$ cat src/rtl/draw_arbiter_if.sv
// Pixel and collision signal bundle between the video pipeline and draw_arbiter.
// The master side drives pixel requests and frame timing. The slave side
// (the arbiter) returns the arbitrated colour and the collision reports.
interface draw_arbiter_if #(
   parameter int FRAME_CNT_W = 8
);
   logic                   startOfFrame;
   logic [7:0]             RGB_backGround;
   logic                   draw_top_boarder;
   logic                   draw_bottom_boarder;
   logic                   draw_left_boarder;
   logic                   draw_right_boarder;
   logic                   ballDrawReq;
   logic [7:0]             RGB_ball;
   logic                   flipperDrawReq;
   logic [7:0]             RGB_flipper;
   logic [7:0]             RGB_out;
   logic                   hit_top;
   logic                   hit_bottom;
   logic                   hit_left;
   logic                   hit_right;
   logic                   hit_flipper;
   logic                   collisionValid;
   logic [FRAME_CNT_W-1:0] frameCount;

   modport master (
      output startOfFrame, RGB_backGround,
      output draw_top_boarder, draw_bottom_boarder, draw_left_boarder, draw_right_boarder,
      output ballDrawReq, RGB_ball, flipperDrawReq, RGB_flipper,
      input  RGB_out, hit_top, hit_bottom, hit_left, hit_right, hit_flipper,
      input  collisionValid, frameCount
   );

   modport slave (
      input  startOfFrame, RGB_backGround,
      input  draw_top_boarder, draw_bottom_boarder, draw_left_boarder, draw_right_boarder,
      input  ballDrawReq, RGB_ball, flipperDrawReq, RGB_flipper,
      output RGB_out, hit_top, hit_bottom, hit_left, hit_right, hit_flipper,
      output collisionValid, frameCount
   );
endinterface

$ cat src/rtl/draw_arbiter.sv
// Pixel draw arbiter with per-frame collision reporting.
// Fixed priority: ball, then flipper, then background. The output colour is
// registered, so it appears one cycle after the inputs are sampled.
// Collisions are collected into sticky pending bits during a frame. At each
// frame boundary they are published on hit_*, together with a one-cycle
// collisionValid pulse when at least one of the published bits is set.
module draw_arbiter #(
   parameter logic [7:0] TRANSPARENT = 8'hFF,
   parameter int         FRAME_CNT_W = 8
) (
   input logic          clk,
   input logic          reset,
   draw_arbiter_if.slave bus
);
   typedef enum logic [1:0] {IDLE, ACTIVE, REPORT} state_t;

   // Collision vector bit order: {top, bottom, left, right, flipper}
   state_t                 state_reg;
   logic [4:0]             pending_reg;
   logic [4:0]             hit_reg;
   logic                   valid_reg;
   logic [7:0]             rgb_reg;
   logic [FRAME_CNT_W-1:0] frame_cnt_reg;

   logic       ball_eff;
   logic       flip_eff;
   logic [4:0] coll_now;
   logic [7:0] rgb_next;

   // Effective requests, the winning colour and this cycle's collisions
   always_comb begin
      ball_eff = bus.ballDrawReq    && (bus.RGB_ball    != TRANSPARENT);
      flip_eff = bus.flipperDrawReq && (bus.RGB_flipper != TRANSPARENT);
      rgb_next = bus.RGB_backGround;
      if (ball_eff) begin
         rgb_next = bus.RGB_ball;
      end else if (flip_eff) begin
         rgb_next = bus.RGB_flipper;
      end
      coll_now = {ball_eff && bus.draw_top_boarder,
                  ball_eff && bus.draw_bottom_boarder,
                  ball_eff && bus.draw_left_boarder,
                  ball_eff && bus.draw_right_boarder,
                  ball_eff && flip_eff};
   end

   // Frame FSM: colour pipeline, collision accumulation and report publishing
   always_ff @(posedge clk) begin
      if (reset) begin
         state_reg     <= IDLE;
         pending_reg   <= '0;
         hit_reg       <= '0;
         valid_reg     <= 1'b0;
         rgb_reg       <= 8'h00;
         frame_cnt_reg <= '0;
      end else begin
         rgb_reg   <= rgb_next;
         valid_reg <= 1'b0;
         case (state_reg)
            IDLE: begin
               // The first frame starts here, so there is no previous frame to report.
               // Collisions seen at the boundary already belong to the new frame.
               if (bus.startOfFrame) begin
                  state_reg   <= ACTIVE;
                  pending_reg <= coll_now;
               end
            end
            ACTIVE, REPORT: begin
               if (bus.startOfFrame) begin
                  // Publish the finished frame, then clear the pending bits.
                  // Boundary-cycle collisions are loaded after the clear.
                  state_reg     <= REPORT;
                  hit_reg       <= pending_reg;
                  valid_reg     <= |pending_reg;
                  frame_cnt_reg <= frame_cnt_reg + 1'b1;
                  pending_reg   <= coll_now;
               end else begin
                  state_reg   <= ACTIVE;
                  pending_reg <= pending_reg | coll_now;
               end
            end
            default: begin
               state_reg <= IDLE;
            end
         endcase
      end
   end

   assign bus.RGB_out        = rgb_reg;
   assign bus.hit_top        = hit_reg[4];
   assign bus.hit_bottom     = hit_reg[3];
   assign bus.hit_left       = hit_reg[2];
   assign bus.hit_right      = hit_reg[1];
   assign bus.hit_flipper    = hit_reg[0];
   assign bus.collisionValid = valid_reg;
   assign bus.frameCount     = frame_cnt_reg;
endmodule

$ cat src/flat_wrapper.sv
// flat-port wrapper written by rule: the top's interface ports become plain ports
module draw_arbiter_flat 
#(
   parameter logic [7:0] TRANSPARENT = 8'hFF,
   parameter int         FRAME_CNT_W = 8
)
  (clk, reset, bus_startOfFrame, bus_RGB_backGround, bus_draw_top_boarder, bus_draw_bottom_boarder, bus_draw_left_boarder, bus_draw_right_boarder, bus_ballDrawReq, bus_RGB_ball, bus_flipperDrawReq, bus_RGB_flipper, bus_RGB_out, bus_hit_top, bus_hit_bottom, bus_hit_left, bus_hit_right, bus_hit_flipper, bus_collisionValid, bus_frameCount);
  draw_arbiter_if #(.FRAME_CNT_W(FRAME_CNT_W)) bus_i ();
  input logic clk;
  input logic reset;
  input wire logic [$bits(bus_i.startOfFrame)-1:0] bus_startOfFrame;
  input wire logic [$bits(bus_i.RGB_backGround)-1:0] bus_RGB_backGround;
  input wire logic [$bits(bus_i.draw_top_boarder)-1:0] bus_draw_top_boarder;
  input wire logic [$bits(bus_i.draw_bottom_boarder)-1:0] bus_draw_bottom_boarder;
  input wire logic [$bits(bus_i.draw_left_boarder)-1:0] bus_draw_left_boarder;
  input wire logic [$bits(bus_i.draw_right_boarder)-1:0] bus_draw_right_boarder;
  input wire logic [$bits(bus_i.ballDrawReq)-1:0] bus_ballDrawReq;
  input wire logic [$bits(bus_i.RGB_ball)-1:0] bus_RGB_ball;
  input wire logic [$bits(bus_i.flipperDrawReq)-1:0] bus_flipperDrawReq;
  input wire logic [$bits(bus_i.RGB_flipper)-1:0] bus_RGB_flipper;
  output wire logic [$bits(bus_i.RGB_out)-1:0] bus_RGB_out;
  output wire logic [$bits(bus_i.hit_top)-1:0] bus_hit_top;
  output wire logic [$bits(bus_i.hit_bottom)-1:0] bus_hit_bottom;
  output wire logic [$bits(bus_i.hit_left)-1:0] bus_hit_left;
  output wire logic [$bits(bus_i.hit_right)-1:0] bus_hit_right;
  output wire logic [$bits(bus_i.hit_flipper)-1:0] bus_hit_flipper;
  output wire logic [$bits(bus_i.collisionValid)-1:0] bus_collisionValid;
  output wire logic [$bits(bus_i.frameCount)-1:0] bus_frameCount;
  assign bus_i.startOfFrame = bus_startOfFrame;
  assign bus_i.RGB_backGround = bus_RGB_backGround;
  assign bus_i.draw_top_boarder = bus_draw_top_boarder;
  assign bus_i.draw_bottom_boarder = bus_draw_bottom_boarder;
  assign bus_i.draw_left_boarder = bus_draw_left_boarder;
  assign bus_i.draw_right_boarder = bus_draw_right_boarder;
  assign bus_i.ballDrawReq = bus_ballDrawReq;
  assign bus_i.RGB_ball = bus_RGB_ball;
  assign bus_i.flipperDrawReq = bus_flipperDrawReq;
  assign bus_i.RGB_flipper = bus_RGB_flipper;
  assign bus_RGB_out = bus_i.RGB_out;
  assign bus_hit_top = bus_i.hit_top;
  assign bus_hit_bottom = bus_i.hit_bottom;
  assign bus_hit_left = bus_i.hit_left;
  assign bus_hit_right = bus_i.hit_right;
  assign bus_hit_flipper = bus_i.hit_flipper;
  assign bus_collisionValid = bus_i.collisionValid;
  assign bus_frameCount = bus_i.frameCount;
  draw_arbiter #(.TRANSPARENT(TRANSPARENT), .FRAME_CNT_W(FRAME_CNT_W)) u_core (.clk(clk), .reset(reset), .bus(bus_i));
endmodule
$ cat config.mk
export PLATFORM = sky130hd
export DESIGN_NAME = draw_arbiter_flat
export DESIGN_NICKNAME = d
export VERILOG_FILES = /design/src/rtl/draw_arbiter_if.sv /design/src/rtl/draw_arbiter.sv /design/src/flat_wrapper.sv
export SDC_FILE = /design/constraint.sdc
export NUM_CORES = 1
export LEC_CHECK = 0
export BUFFER_PORTS_ARGS = -buffer_cell sky130_fd_sc_hd__buf_2
export CAP_MARGIN = 30
export CORE_ASPECT_RATIO = 1.4
export CORE_UTILIZATION = 45
export CTS_BUF_LIST = sky130_fd_sc_hd__clkbuf_4 sky130_fd_sc_hd__clkbuf_8
export CTS_CLUSTER_SIZE = 40
export DETAILED_ROUTE_END_ITERATION = 10
export HOLD_SLACK_MARGIN = 0.1
export MAX_ROUTING_LAYER = met4
export PLACE_DENSITY = 0.78
export SLEW_MARGIN = 15
export SYNTH_ARGS = -nofsm -noshare
export SYNTH_HDL_FRONTEND = slang
export SYNTH_SLANG_ARGS = --single-unit
$ cat constraint.sdc
create_clock -name clk -period 1.6 [get_ports clk]
set_input_delay 0.08 -clock clk [delete_from_list [all_inputs] [get_ports clk]]
set_output_delay 0.08 -clock clk [all_outputs]
set_load 0.02 [all_outputs]
==> results.md, run 1 <==
- Result of the run: complete, no violations
- Diodes inserted: 0
- Maximum level of the CTS H-tree: 2
- Pre-CTS WS: -34.24 ps
- Yosys warns: 0
- Library cell with the largest summed area after synthesis: dfxtp_1
- Grt total ovfl: 0
- Number of max-slew violations in the final report: 0
- Pin slew with the least headroom to its limit: roughly 410 ps
- Worst-path maximum fanout: 7
- Post-Synthesis Net Count: 199
- Placed insts: 252
- Setup violations, final: 0
- Worst vdd rail ir drop: 0.0005319 V
- Leading cell types by total area after synthesis: dfxtp_1, mux2_2, inv_1
- Mean post-synth cell area: between 8 and 9 um2
- Minimum clock period after layout: 1505 ps
- NumNets Final: 270
- Initial cell density of the core: a little under 50%
- Post-Route Skew: between 8 and 9 ps
- Number of register bits inferred by synthesis: 29
- Final antenna-violating net count: 0
- Iteration-0 DRC Markers: 38
- Detailed placement HPWL: 2548 um
- DR pass1 iterations: 6
- GR Util All Layers: approximately a quarter
- Clock latency at the later pin of the worst-skew pair: around 280 ps
- RSZ-0062 raised after global routing: no
- Total core area: 2907 um2
- P&R area growth vs syn: 39.57%
- Cell area after placement: 1723 um2
- Post-synth top flop: dfxtp_1
- First-pass GRT wire length: 6023 um
- Sequential share of the synthesized area: around two fifths
- Total power divided by cell area: 912.8 nW/um2
- Crit Path Class: reg -> reg
- Final Total Pwr: 1.789 mW
- Master cell of the clock root buffer: clkbuf_8
- Type of element capturing the critical path: register
- Layout filler cell count: 260
- Highest Clock Rate: between 0.6 and 0.7 GHz
- Port Buffers: 54
- Routability-driven placement congestion ratio: around 0.74
- Number of buffers created by CTS: 5
- Horiz. Die Dim: 49.21 um
- Number of standard cells after synthesis: 163
- Fraction of registers with async set or reset after synthesis: 0%
- Max-slew headroom: 72.59%
- Fraction of layout instances using a drive strength above 1: 35.32%
- Share of the synthesized area in the top cell type: just over 40%
- Number of global-route vias before repair: 1508
- Die Height: slightly below 70 um
- Sinks on Clock Net: 29
- Combined area of all synthesized cells: between 1000 and 1500 um2
- Antenna violations before repair: 0
- Endpoint required time on the critical path: 1820 ps
- Startpoint type of the worst setup path: register
- Via total after detailed routing: 1476
- Arrival time of data at the critical path endpoint: about 1700 ps
- Final clock period utilization by the worst path: 94.08%
- I/O pin total: 55
- Number of enable-type register cells in the synthesized netlist: 0
- Clock-pin slew reported for the worst setup and hold paths after clock tree synthesis: about 60 ps
- Count of buffers added by post-CTS timing repair for setup: 0
- CTS tree: done
- Kind of path behind the tightest hold check: in -> reg
- Per-cell routed wire length: ~13 um
- DRC violation count after routing: 0
- Endpoints failing hold: 0
- Max_cap viols: 0
- Fin cells: 272
- Worst-case clock buffer depth: 2
- Count of different cell masters after synthesis: 31
- Static power due to leakage: 0.8584 nW
- DR vias/cell: roughly 5.4
- Final worst-path setup slack: around 95 ps
- Core Rows: 23
- Utilization after layout: between 60% and 70%
- Pin count of the biggest net entering global routing: 25
- Total Wirelength: 3551 um
- Die Outline Area: 3350 um2
- Final instance area: just under 2000 um2
## worst max-delay path, cell delays in order (launching register included)
cell and delay (ps):
dfxtp_2 340, inv_1 60, ha_4 300, nand2_2 80, or4_1 520, a21oi_1 150
## metal layers
| metal | part of all wire (%) | vias up | global-route usage, % |
|---|---|---|---|
| li1 | - | 731 | - |
| met2 | 56 | 54 | 48.80 |
| met3 | 4.8 | 10 | 4.889 |
| met1 | 37 | 681 | 20.89 |
| met5 | 0 | - | - |
| met4 | 2.3 | 0 | 14.71 |
## timing repair
item                       CTS  global route
hold buffers                12             0
pin swaps                    0             0
hold endpoints to repair    12             0
cloned                       0             0
setup endpoints to repair    1             1
gates resized for setup      2             2
## through the flow
| stage | TNS (ps) | hold WS (ps) |
|---|---|---|
| finish | 0 | 124.9 |
| global route | 0 | 160.0 |
| CTS | 0 | 119.5 |
| detailed placement | -34.24 | 359.5 |
| global placement | 0 | 356.1 |
| floorplan | 0 | 229.5 |
## cells by family (layout without fill, tap and decap cells)
family	Yosys count	count (layout)	synth area share, %
AOI/OAI and AO/OA	45	45	22.55
xor gates and xnor gates	2	2	1.248
adders and majority gates	3	3	2.674
buffers and inverters	30	102	9.180
DFF	29	29	41.35
muxes	8	8	6.417
and+or+nand+nor	46	46	16.58
## layout by cell type, fill, tap and decap left out, drive strengths merged, types with 2 or more instances in the layout
cell,Yosys,final
a21oi,13,13
nor2,3,3
or4,2,2
inv,21,21
o32ai,5,5
nand2,18,18
dfxtp,29,29
or3,4,4
buf,6,61
nand4,6,6
o41ai,3,3
a221oi,8,8
ha,3,3
mux2,8,8
o21ai,5,5
dlygate4sd3,0,12
nand3,9,9
o31ai,7,7
clkbuf,3,7
## synthesized netlist by cell type (2+ instances only)
library cell,number
or4_1,2
a21oi_1,13
o32ai_1,5
clkbuf_1,3
nand4_1,6
mux2_2,8
ha_1,3
o31ai_1,7
nor2_1,3
inv_1,21
dfxtp_1,29
buf_2,4
nand3_1,9
o41ai_1,3
a221oi_1,8
o21ai_0,5
or3_1,4
nand2_1,17
## cell type report
class                   count  area [um2]  area share, %
clock buffers               7       96.34          4.917
clock inverters             1       5.005         0.2554
inverters                  21       78.83          4.023
multi-input cells         104       706.9          36.08
flip-flops and latches     29       583.1          29.76
well taps                  37       46.29          2.363
repair buffers             73       442.9          22.61
## final timing paths
check | startpoint | to | slack (ps) | cells past startpoint
worst min register to register | u_core.hit_reg[3]$_SDFFE_PP0P_ | u_core.hit_reg[3]$_SDFFE_PP0P_ | 450 | 2
worst max register to register | u_core.state_reg[1]$_SDFFE_PP0P_ | u_core.bus.frameCount[7]$_SDFFE_PP0P_ | 90 | 5
worst max-delay path | u_core.state_reg[1]$_SDFFE_PP0P_ | u_core.bus.frameCount[7]$_SDFFE_PP0P_ | 90 | 5
worst min-delay path | bus_ballDrawReq | u_core.bus.RGB_out[0]$_SDFF_PP0_ | 120 | 2
## power breakdown
group	internal [mW]	total (mW)	switching (mW)
Clock	0.388	0.654	0.267
Sequential	0.761	0.778	0.0165
Combinational	0.168	0.356	0.188
No activity file was read; power rests on OpenSTA's default activity.
==> inputs of run 2 (changes only) <==
Settings changed: RECOVER_POWER set to 25.
==> run 2 against run 1 <==
Effect of this change:
- combinational power is 1% lower
- sequential cell count stayed put
- via count is 0.27% higher
- largest power group unchanged
- highest routed layer unchanged
- total power is 0.20% lower
==> results.md, run 2 (same netlist as run 1, synthesis figures left out) <==
- Maximum level of the CTS H-tree: 2 (unchanged)
- Worst-path maximum fanout: 7 (unchanged)
- Number of max-slew violations in the final report: 0 (unchanged)
- Max_cap viols: 0 (unchanged)
- Die Height: 68.09 um (unchanged)
- Final worst-path setup slack: 94.91 ps (+0.1666 ps)
- Setup TNS Final: 0 ps (unchanged)
- Clock latency at the later pin of the worst-skew pair: 280 ps (about the same)
- Iteration-0 DRC Markers: 38 (unchanged)
- Pre-CTS WS: -34.24 ps (unchanged)
- Worst-case clock buffer depth: 2 (unchanged)
- Final Total Pwr: 1.785 mW (-0.20%)
- Top library cells by usage in the layout, fill and taps aside: buf_2, dfxtp_1, inv_1
- Horiz. Die Dim: 49.21 um (unchanged)
- Post-Route Skew: 8.597 ps (+0.04905 ps)
- Count of buffers added by post-CTS timing repair for setup: 0 (unchanged)
- Sinks on Clock Net: 29 (unchanged)
- Endpoint required time on the critical path: 1810 ps (about the same)
- Crit Path Class: reg -> reg
- Minimum clock period after layout: 1505 ps (-0.1666 ps)
- Hold path cells: 2 (unchanged)
- GR Util All Layers: 24.51% (unchanged)
- Clock-pin slew reported for the worst setup and hold paths after clock tree synthesis: 60 ps (about the same)
- DRC violation count after routing: 0 (unchanged)
- Pin count of the biggest net entering global routing: 25 (unchanged)
- Startpoint type of the worst setup path: register
- Type of element capturing the critical path: register
- Max-slew headroom: 72.58% (about the same)
- I/O pin total: 55 (unchanged)
- Endpoints failing hold: 0 (unchanged)
- CTS tree: done
- Fraction of layout instances using a drive strength above 1: 30.21% (-5.1 points)
- Per-cell routed wire length: 13.19 um (+1.0%)
- Die Outline Area: 3350 um2 (unchanged)
- Setup violations, final: 0 (unchanged)
- Result of the run: complete, no violations
- Grt total ovfl: 0 (unchanged)
- Diodes inserted: 0 (unchanged)
- Static power due to leakage: 0.8130 nW (-5.3%)
- Final antenna-violating net count: 0 (unchanged)
- Initial cell density of the core: 48.30% (unchanged)
- Highest Clock Rate: 0.6644 GHz (about the same)
- Number of global-route vias before repair: 1508 (unchanged)
- First-pass GRT wire length: 6023 um (unchanged)
- Via total after detailed routing: 1480 (+0.27%)
- Routability-driven placement congestion ratio: 0.7431 (unchanged)
- Total core area: 2907 um2 (unchanged)
- Worst vdd rail ir drop: 0.0005322 V (about the same)
- Commonest non-fill, non-tap cell in the layout: buf_2
- DR vias/cell: 5.441 (+0.27%)
- DR pass1 iterations: 4 (-2)
- RSZ-0062 raised after global routing: no
- Length in cells of the worst reg-to-reg path: 5 (unchanged)
- Total Wirelength: 3588 um (+1.0%)
- NumNets Final: 270 (unchanged)
- Detailed placement HPWL: 2548 um (unchanged)
- Final clock period utilization by the worst path: 94.07% (about the same)
- Antenna violations before repair: 0 (unchanged)
- Number of buffers created by CTS: 5 (unchanged)
- Total power divided by cell area: 918.0 nW/um2 (+0.57%)
- Arrival time of data at the critical path endpoint: 1720 ps (about the same)
- Core Rows: 23 (unchanged)
- Pin slew with the least headroom to its limit: 406.0 ps (+0.07212 ps)
- Master cell of the clock root buffer: clkbuf_8
- Port Buffers: 54 (unchanged)
- P&R area growth vs syn: 38.50%
- Kind of path behind the tightest hold check: in -> reg
## run 2: layout make-up
| type | instances | area [um2] |
|---|---|---|
| Clock buffer | 7 | 96.34 |
| Multi-Input combinational cell | 104 | 706.9 |
| Timing Repair Buffer | 73 | 427.9 |
| Tap cell | 37 | 46.29 |
| Sequential cell | 29 | 583.1 |
| Clock inverter | 1 | 5.005 |
| Inverter | 21 | 78.83 |
| Fill cell | 264 | 962.2 |
## run 2: power breakdown
| group | leakage, nW | switching [mW] | internal [mW] |
|---|---|---|---|
| Clock | 0.0542 | 0.267 | 0.388 |
| Combinational | 0.521 | 0.189 | 0.163 |
| Sequential | 0.238 | 0.0171 | 0.761 |
| Total | 0.813 | 0.473 | 1.31 |
## run 2: worst paths after layout
check                                          end                             start  slack (ps)
max          u_core.bus.frameCount[7]$_SDFFE_PP0P_  u_core.state_reg[1]$_SDFFE_PP0P_          90
min               u_core.bus.RGB_out[0]$_SDFF_PP0_                   bus_ballDrawReq         130
max reg2reg  u_core.bus.frameCount[7]$_SDFFE_PP0P_  u_core.state_reg[1]$_SDFFE_PP0P_          90
min reg2reg         u_core.hit_reg[3]$_SDFFE_PP0P_    u_core.hit_reg[3]$_SDFFE_PP0P_         450
## run 2: stage by stage
stage	cell area [um2]	hold WS [ps]	util, %	cells
after floorplan	1404	229.5	-	163
after CTS	1957	119.5	67.33	272
final	1944	125.4	66.90	272
after detailed placement	1723	359.5	59.28	252
after global routing	1944	160.0	66.90	272
after global placement	1723	356.1	59.28	252
## run 2: layer usage
metal	share of wire (%)	track usage, %	vias to the layer above
li1	-	-	731
met1	37	20.89	671
met2	55	48.80	66
met5	0	-	-
met3	5.5	4.889	12
met4	2.5	14.71	0
## run 2: critical path, cell delays in order (launching register included)
cell and delay [ps]:
dfxtp_2 340, inv_1 60, ha_4 300, nand2_2 80, or4_1 520, a21oi_1 150
## run 2: repair_timing
item	4_1_cts	5_1_grt
hold endpoints to repair	12	0
setup endpoints to repair	1	1
hold buffers	12	0
resized for setup	2	2
==> inputs of run 3 (changes only) <==
Settings changed: CORE_MARGIN set to 4.
==> run 3 against run 2 <==
Effect of this change:
- fmax up 1.9%
- largest cell class unchanged
- critical endpoint unchanged
- critical path depth unchanged
- clock skew down 5.2 ps
- via count up 0.54%
- register-to-register slack better by 30 ps
- final area unchanged
- die area up 22%
- worst setup slack better by 28 ps
- global-route usage down 5.6 points
- worst hold slack about the same
- sequential share of layout area unchanged
==> results.md, run 3 (same netlist as run 1, synthesis figures left out) <==
- Worst-case clock buffer depth: 2 (unchanged)
- Clock latency at the later pin of the worst-skew pair: 280 ps (about the same)
- Final antenna-violating net count: 0 (unchanged)
- Number of buffers created by CTS: 5 (unchanged)
- Core Rows: 23 (unchanged)
- Arrival time of data at the critical path endpoint: 1690 ps (-30 ps)
- Diodes inserted: 0 (unchanged)
- Antenna violations before repair: 0 (unchanged)
- Sinks on Clock Net: 29 (unchanged)
- Crit Path Class: reg -> reg
- Fraction of power consumed by the clock network: 34.9% (-1.8 points)
- Commonest non-fill, non-tap cell in the layout: buf_2
- Switching share of power: 26.23% (-0.25 points)
- Worst-path maximum fanout: 7 (unchanged)
- Register share of total power: 44.7% (+1.1 points)
- Fraction of layout instances using a drive strength above 1: 30.77% (+0.56 points)
- Total Wirelength: 3608 um (+0.56%)
- DRC violation count after routing: 0 (unchanged)
- Pin slew with the least headroom to its limit: 288.6 ps (-117.4 ps)
- I/O pin total: 55 (unchanged)
- Layout filler cell count: 284 (+7.6%)
- Result of the run: complete, no violations
- Setup violations, final: 0 (unchanged)
- Internal power contribution: 1.283 mW (-2.3%)
- Placed insts: 252 (unchanged)
- Horiz. Die Dim: 55.21 um (+12%)
- P&R area growth vs syn: 38.50% (unchanged)
- Via total after detailed routing: 1488 (+0.54%)
- Number of global-route vias before repair: 1424 (-5.6%)
- Top library cells by usage in the layout, fill and taps aside: buf_2, dfxtp_1, inv_1
- Final clock period utilization by the worst path: 92.29% (-1.8 points)
- Hold path cells: 2 (unchanged)
- Endpoints failing hold: 0 (unchanged)
- GR Util All Layers: 18.96% (-5.6 points)
- Die Height: 74.09 um (+8.8%)
- Grt total ovfl: 0 (unchanged)
- Fin cells: 271 (-0.37%)
- Total core area: 2935 um2 (+0.99%)
- Static power due to leakage: 0.8075 nW (-0.67%)
- Master cell of the clock root buffer: clkbuf_8
- Iteration-0 DRC Markers: 29 (-24%)
- Startpoint type of the worst setup path: register
- Pin count of the biggest net entering global routing: 26 (+4.0%)
- First-pass GRT wire length: 5927 um (-1.6%)
- Clock-pin slew reported for the worst setup and hold paths after clock tree synthesis: 60 ps (about the same)
- Endpoint required time on the critical path: 1810 ps (about the same)
- Part of the total power dissipated in combinational logic: 20.3% (+0.6 points)
- Worst vdd rail ir drop: 0.0005362 V (+0.77%)
- Maximum level of the CTS H-tree: 2 (unchanged)
- Net switching component of the power: 0.4561 mW (-3.5%)
- Length in cells of the worst reg-to-reg path: 5 (unchanged)
- Post-Route Skew: 3.427 ps (-5.169 ps)
- NumNets Final: 270 (unchanged)
- Detailed placement HPWL: 2603 um (+2.2%)
- Port Buffers: 54 (unchanged)
- DR vias/cell: 5.491 (+0.91%)
- Type of element capturing the critical path: register
- Kind of path behind the tightest hold check: in -> reg
- Max-slew headroom: 80.51% (+7.9 points)
- RSZ-0062 raised after global routing: no
- Highest Clock Rate: 0.6772 GHz (+1.9%)
- Routability-driven placement congestion ratio: 0.8502 (+14%)
- Setup TNS Final: 0 ps (unchanged)
- CTS tree: done
- DR pass1 iterations: 4 (unchanged)
- Max_cap viols: 0 (unchanged)
- Number of max-slew violations in the final report: 0 (unchanged)
- Die Outline Area: 4090 um2 (+22%)
- Total power divided by cell area: 894.2 nW/um2 (-2.6%)
- Per-cell routed wire length: 13.31 um (+0.93%)
- Minimum clock period after layout: 1477 ps (-28.45 ps)
- Initial cell density of the core: 47.83% (-0.47 points)
-- run 3: power groups by stage --
stage / logic (mW) / registers, mW / clock network [mW]
final: 0.353 / 0.778 / 0.608
after CTS: 0.340 / 0.776 / 0.621
after floorplan: 0.165 / 0.825 / 0
after global routing: 0.393 / 0.783 / 0.652
after detailed placement: 0.315 / 0.792 / 0
after global placement: 0.312 / 0.790 / 0
-- run 3: metrics by stage --
step                util (%)  hold slack (ps)  setup slack, ps  power (mW)  instance area (um2)
floorplan                  -            229.5            25.98      0.9903                 1404
global placement       58.70            355.6            25.17       1.103                 1723
detailed placement     58.70            362.1           0.2854       1.107                 1723
CTS                    65.98            115.7           0.1777       1.738                 1937
global route           66.24            119.4            29.38       1.827                 1944
finish                 66.24            125.5            123.4       1.739                 1944
-- run 3: per-layer routing --
metal  part of all wire (%)  track usage [%]
met5                      0                -
met4                    1.9            8.649
met3                    6.9            6.424
met2                     54            36.05
met1                     37            16.88
-- run 3: worst paths after layout --
kind	start	endpoint	slack (ps)
setup / recovery	u_core.state_reg[0]$_SDFFE_PP0P_	u_core.bus.frameCount[7]$_SDFFE_PP0P_	120
hold / removal	bus_ballDrawReq	u_core.bus.RGB_out[6]$_SDFF_PP0_	130
setup reg to reg	u_core.state_reg[0]$_SDFFE_PP0P_	u_core.bus.frameCount[7]$_SDFFE_PP0P_	120
hold reg to reg	u_core.pending_reg[3]$_SDFFE_PP0P_	u_core.hit_reg[3]$_SDFFE_PP0P_	450
-- run 3: final cells by class --
cell class	count	area (um2)	share of cell area, %
multi-input combinational	104	718.2	36.94
sequential	29	583.1	29.99
timing repair buffer	73	427.9	22.01
clock buffer	7	90.09	4.633
inverter	21	78.83	4.054
tap	37	46.29	2.381
-- run 3: timing repair --
action | 4_1_cts | 5_1_grt
gates resized for setup | 1 | 5
buffers inserted | 0 | 0
hold buffers | 12 | 0
endpoints found under the hold margin | 12 | 0
setup endpoints to repair | 2 | 9
-- run 3: critical path, cell delays in order (launching register included) --
cell	delay (ps)
dfxtp_2	330
inv_1	70
ha_4	300
nand2_2	70
or4_1	500
a21oi_1	140
